`src/rtl/gcd_pkg.sv`:
```
// Shared types and constants for the subtractive GCD controller.
package gcd_pkg;

    // Default operand/result width.
    localparam int GCD_W = 16;

    // Controller sequencing states.
    typedef enum logic [2:0] {
        IDLE,
        LOAD_A,
        LOAD_B,
        RUN,
        DONE
    } gcd_state_e;

    // Width of a counter that must hold values 0..max_iter without wrapping.
    function automatic int iter_cnt_width(input int max_iter);
        return $clog2(max_iter + 1);
    endfunction

endpackage

```
`src/rtl/gcd_iter_counter.sv`:
```
// Subtract-step counter: clear on accept, count steps, flag when the limit is reached.
module gcd_iter_counter
    import gcd_pkg::*;
#(
    parameter int MAX_ITER = 2**GCD_W
) (
    input  logic clk,
    input  logic rst_n,
    input  logic clr,
    input  logic inc,
    output logic limit_hit
);

    localparam int CW = iter_cnt_width(MAX_ITER);

    logic [CW-1:0] cnt;

    assign limit_hit = (cnt == CW'(MAX_ITER));

    // Step count register; saturates at the limit so it never wraps.
    always_ff @(posedge clk or negedge rst_n) begin
        if (!rst_n) begin
            cnt <= '0;
        end else if (clr) begin
            cnt <= '0;
        end else if (inc && !limit_hit) begin
            cnt <= cnt + 1'b1;
        end
    end

endmodule

```
`src/rtl/gcd_controller.sv`:
```
// Sequencing FSM for the subtractive GCD datapath: operand load, step issue, result return.
module gcd_controller
    import gcd_pkg::*;
#(
    parameter int W        = GCD_W,
    parameter int MAX_ITER = 2**W
) (
    input  logic         clk,
    input  logic         rst_n,
    input  logic         in_valid,
    output logic         in_ready,
    input  logic [W-1:0] a_in,
    input  logic [W-1:0] b_in,
    output logic         out_valid,
    input  logic         out_ready,
    output logic [W-1:0] res,
    output logic         err,
    input  logic         lt,
    input  logic         gt,
    input  logic         eq,
    input  logic [W-1:0] dp_result,
    output logic         ldA,
    output logic         ldB,
    output logic         sel1,
    output logic         sel2,
    output logic         sel_in,
    output logic [W-1:0] data_in
);

    gcd_state_e state, state_n;

    logic [W-1:0] a_q, b_q;
    logic         cnt_clr, cnt_inc, limit_hit;
    logic         accept, zero_op;

    assign accept  = (state == IDLE) && in_valid;
    assign zero_op = (a_in == '0) || (b_in == '0);

    gcd_iter_counter #(
        .MAX_ITER(MAX_ITER)
    ) u_iter_counter (
        .clk      (clk),
        .rst_n    (rst_n),
        .clr      (cnt_clr),
        .inc      (cnt_inc),
        .limit_hit(limit_hit)
    );

    // State register.
    always_ff @(posedge clk or negedge rst_n) begin
        if (!rst_n) begin
            state <= IDLE;
        end else begin
            state <= state_n;
        end
    end

    // Operand capture on accept and result/error capture on completion.
    always_ff @(posedge clk or negedge rst_n) begin
        if (!rst_n) begin
            a_q <= '0;
            b_q <= '0;
            res <= '0;
            err <= 1'b0;
        end else begin
            if (accept) begin
                a_q <= a_in;
                b_q <= b_in;
                if (zero_op) begin
                    res <= a_in | b_in;
                    err <= 1'b0;
                end
            end
            if (state == RUN) begin
                if (eq) begin
                    res <= dp_result;
                    err <= 1'b0;
                end else if (limit_hit) begin
                    res <= '0;
                    err <= 1'b1;
                end
            end
        end
    end

    // Next-state and Mealy datapath controls; eq wins over timeout, timeout over gt, gt over lt.
    always_comb begin
        state_n   = state;
        in_ready  = 1'b0;
        out_valid = 1'b0;
        ldA       = 1'b0;
        ldB       = 1'b0;
        sel1      = 1'b0;
        sel2      = 1'b0;
        sel_in    = 1'b0;
        data_in   = '0;
        cnt_clr   = 1'b0;
        cnt_inc   = 1'b0;
        case (state)
            IDLE: begin
                in_ready = 1'b1;
                if (in_valid) begin
                    cnt_clr = 1'b1;
                    state_n = zero_op ? DONE : LOAD_A;
                end
            end
            LOAD_A: begin
                sel_in  = 1'b1;
                data_in = a_q;
                ldA     = 1'b1;
                state_n = LOAD_B;
            end
            LOAD_B: begin
                sel_in  = 1'b1;
                data_in = b_q;
                ldB     = 1'b1;
                state_n = RUN;
            end
            RUN: begin
                if (eq) begin
                    state_n = DONE;
                end else if (limit_hit) begin
                    state_n = DONE;
                end else if (gt) begin
                    sel2    = 1'b1;
                    ldA     = 1'b1;
                    cnt_inc = 1'b1;
                end else if (lt) begin
                    sel1    = 1'b1;
                    ldB     = 1'b1;
                    cnt_inc = 1'b1;
                end else begin
                    // No flag at all: load nothing but still count, so the timeout bounds the stall.
                    cnt_inc = 1'b1;
                end
            end
            DONE: begin
                out_valid = 1'b1;
                if (out_ready) begin
                    state_n = IDLE;
                end
            end
            default: begin
                state_n = IDLE;
            end
        endcase
    end

endmodule

```
`config.mk`:
```
export PLATFORM = sky130hd
export DESIGN_NAME = gcd_controller
export DESIGN_NICKNAME = d
export VERILOG_FILES = /design/src/rtl/gcd_pkg.sv /design/src/rtl/gcd_iter_counter.sv /design/src/rtl/gcd_controller.sv
export SDC_FILE = /design/constraint.sdc
export NUM_CORES = 1
export LEC_CHECK = 0
export BUFFER_PORTS_ARGS = -buffer_cell sky130_fd_sc_hd__buf_2
export CAP_MARGIN = 20
export CELL_PAD_IN_SITES_DETAIL_PLACEMENT = 0
export CELL_PAD_IN_SITES_GLOBAL_PLACEMENT = 1
export CORE_UTILIZATION = 43
export CTS_BUF_LIST = sky130_fd_sc_hd__clkbuf_2
export CTS_CLUSTER_SIZE = 16
export DETAILED_ROUTE_END_ITERATION = 8
export GPL_ROUTABILITY_DRIVEN = 0
export PLACE_DENSITY_LB_ADDON = 0.1
export SKIP_CTS_REPAIR_TIMING = 1
export SYNTH_ARGS = -nofsm -noshare
export SYNTH_HDL_FRONTEND = slang
export SYNTH_SLANG_ARGS = --single-unit
```
`constraint.sdc`:
```
create_clock -name clk -period 4.49 [get_ports clk]
set_clock_uncertainty 0.2 [all_clocks]
set_input_delay 0.2245 -clock clk [delete_from_list [all_inputs] [get_ports clk]]
set_output_delay 0.2245 -clock clk [all_outputs]
set_load 0.02 [all_outputs]
```
==> key figures <==
Detailed routing
  – Initial drt markers: 181
  – Drt pass-1 iters: 4
  – Vias per Instance: 5.23
  – WL final: 10,200 um
  – Number of remaining DRC errors: 0
  – Final antenna-violating net count: 0
  – WL/cell: 15.9 um
  – Routed via count: 3,351

Place
  – Post-DP HPWL: 6470 um
  – Port Buffer Count: 94

Worst setup path
  – Worst Setup EP: res[1]
  – Launch point of the worst reg-to-reg path: state[0]
  – Critical path buffers and inverters: 2
  – Largest stage delay, worst path: 0.65 ns
  – Critical Path RT: 4.69 ns
  – Levels on crit path: 7
  – R2r endpoint: res[1]
  – R2r setup slk: 1.44 ns
  – Crit-path leading delay family: compound AO/OA/AOI/OAI gates
  – Setup crit start: state[0]
  – Crit path max fanout: 52
  – Crit. End Element: flop
  – Critical path class: reg -> reg
  – CP max stage cell: a21oi_2
  – Reg2Reg Depth: 7
  – Startpoint class of the critical path: flop
  – Crit path cell chain: nor3_1, nand2_1, buf_4, a21oi_2, nor2_1, o31ai_1, dlygate4sd3_1
  – Worst EP arrival: 3.25 ns

Clock network
  – Clock buffer count from CTS: 9
  – Max Root-Sink Buffers: 2
  – Clk pin slew, worst setup/hold paths: 0.19 ns
  – TritonCTS Sinks: 69
  – CTS tree: built
  – Htree depth: 3
  – Worst-Skew Late Latency: 0.47 ns
  – CTS Root Cell: clkbuf_2

Layout
  – Most common cell after layout, fill and taps aside: nand2_1
  – P&R area growth vs syn: 38.7%
  – Share of layout cells above drive strength 1: 22.1%
  – Commonest cells after routing, fill and taps aside: 119 x nand2_1, 94 x buf_2, 69 x dfrtp_1
  – Layout Nets: 596
  – Fillers: 636
  – Antenna diode count: 0

Status
  – Status: finished, final reports clean

Timing
  – Final setup fails: 0
  – RSZ-0062 raised after global routing: no
  – Post-layout min period: 3.05 ns
  – Worst Max-Slew Pin Slew: 0.831 ns
  – Final Hold Violating Endpoints: 0
  – Final slew viol count: 0
  – Post-route setup TNS: 0 ns
  – Peak Freq: 328 MHz
  – Slew headroom: 44.6%
  – Fin crit share: 67.8%

Floorplanning
  – Cell Rows: 31
  – Die Y: 90.5 um
  – Die X: 90.5 um
  – Die area: 0.00819 mm2
  – Io pins: 95
  – Core Footprint: 0.00741 mm2
  – Starting density of the core: 45.5%

Synthesis
  – Ys async rst share: 100%
  – Avg Synthesized Cell Area: 8.84 um2
  – Top FF cell, synth: dfrtp_1
  – Number of flops mapped to enable cells by yosys: 0
  – Post-synthesis sequential area ratio: 51.2%
  – Synthesized instance count: 381
  – Synthesized Nets: 438
  – Mapped Area: 0.00337 mm2
  – Yosys warnings: 0
  – Distinct cells, synth: 36
  – Synthesis-stage register bit count: 69

Power and ir drop
  – Overall power: 2.51 mW
  – PwrDens: 536 mW/mm2
  – Internal Power: 1.43 mW
  – Switch share: 43.1%
  – Sequential share of power: 39.9%
  – NetSw: 1.08 mW
  – Worst VDD drop: 304 uV
  – Clk pwr share: 10.8%
  – Combinational fraction of design power: 49.3%
  – Leakage power: 2.32 nW

GRT
  – Global route overflow: 0
  – First-pass GRT wire length: 15,000 um
  – Initial antenna violation count: 0
  – Vias in the first global route: 2,818
  – Largest net degree at the start of global routing: 53
  – Gr usage total: 23.6%

Run
  – Max Cap Viol: 0

Worst hold path
  – Worst hold path type: in -> async
[through the flow]
stage	instance area, um2	util, %	worst slack [ns]	std cells	hold WS, ns
after floorplan	3370	-	2.11	381	-0.271
after global placement	3920	52.9	2.12	558	0.139
after detailed placement	3920	52.9	2.06	558	0.148
after CTS	3980	53.8	1.52	572	-0.415
after global routing	4670	63.1	1.17	641	0.155
final	4670	63.1	1.44	641	0.133
[kinds of logic (layout without fill, tap and decap cells)]
kind of cell,count (synthesis),count (layout),share of synthesized area [%]
buf+inv,30,191,3.68
xor+xnor,12,12,3.12
fa+ha+maj,2,2,0.743
flops,69,69,51.2
compound gates,49,49,10.8
simple gates,219,219,30.4
[cell usage after synthesis (3+ instances only)]
| master | count | area share, % |
|---|---|---|
| nand2_1 | 119 | 13 |
| dfrtp_1 | 69 | 51 |
| nor2_1 | 32 | 3.6 |
| nor4_1 | 27 | 5.0 |
| o31ai_1 | 17 | 3.8 |
| a22o_1 | 16 | 4.2 |
| clkbuf_1 | 15 | 1.7 |
| xnor2_1 | 10 | 2.6 |
| inv_1 | 9 | 1.0 |
| nor3_1 | 8 | 1.2 |
| a21oi_1 | 6 | 0.89 |
| nand3_1 | 6 | 0.89 |
| o21ai_0 | 6 | 0.89 |
| nand4_1 | 5 | 0.93 |
| and3_1 | 3 | 0.56 |
| buf_2 | 3 | 0.45 |
| or2_2 | 3 | 0.56 |
| or3_1 | 3 | 0.56 |
[registers in the layout, indices dropped and copies added (netlist names)]
register,cells
err,1
state,3
b_q,16
a_q,16
res,16
u_iter_counter.cnt,17
[power by group through the flow]
stage | clock [mW] | sequential [mW] | combinational, mW
after floorplan | 0 | 1.05 | 0.672
after global placement | 0 | 1.01 | 1.07
after detailed placement | 0 | 1.01 | 1.08
after CTS | 0.281 | 0.996 | 1.08
after global routing | 0.308 | 1.03 | 1.35
final | 0.270 | 1.00 | 1.24
[worst min path at each step]
stage | start | to | slack (ns) | cells after the start
after floorplan | rst_n | a_q[0] | -0.27 | 0
after global placement | rst_n | u_iter_counter.cnt[11] | 0.14 | 1
after detailed placement | rst_n | u_iter_counter.cnt[11] | 0.15 | 1
after CTS | rst_n | u_iter_counter.cnt[11] | -0.42 | 1
after global routing | rst_n | u_iter_counter.cnt[8] | 0.15 | 2
final | rst_n | u_iter_counter.cnt[13] | 0.13 | 2
[cell type report]
| type | count | area, um2 | share of cell area, % |
|---|---|---|---|
| Clock buffer | 10 | 50.0 | 1.07 |
| Clock inverter | 4 | 17.5 | 0.375 |
| Sequential cell | 69 | 1730 | 37.0 |
| Tap cell | 99 | 124 | 2.65 |
| Timing Repair Buffer | 168 | 1200 | 25.6 |
| Inverter | 9 | 33.8 | 0.723 |
| Multi-Input combinational cell | 282 | 1520 | 32.6 |
[worst register-to-register path, cell delays in order (launching register included)]
cell and delay (ns):
dfrtp_1 0.48, nor3_1 0.29, nand2_1 0.09, buf_4 0.29, a21oi_2 0.67, nor2_1 0.12
o31ai_1 0.27, dlygate4sd3_1 0.58
[metal layers]
layer / wire length, um / GRT usage (%) / part of all wire, % / vias up
met1: 4990 / 37.1 / 49 / 1605
met3: 537 / 3.96 / 5.3 / 10
met5: 0 / 0 / 0 / -
met4: 109 / 7.53 / 1.1 / 0
li1: - / - / - / 1629
met2: 4590 / 32.7 / 45 / 107
Note: power is estimated with default switching activity, not from simulation.
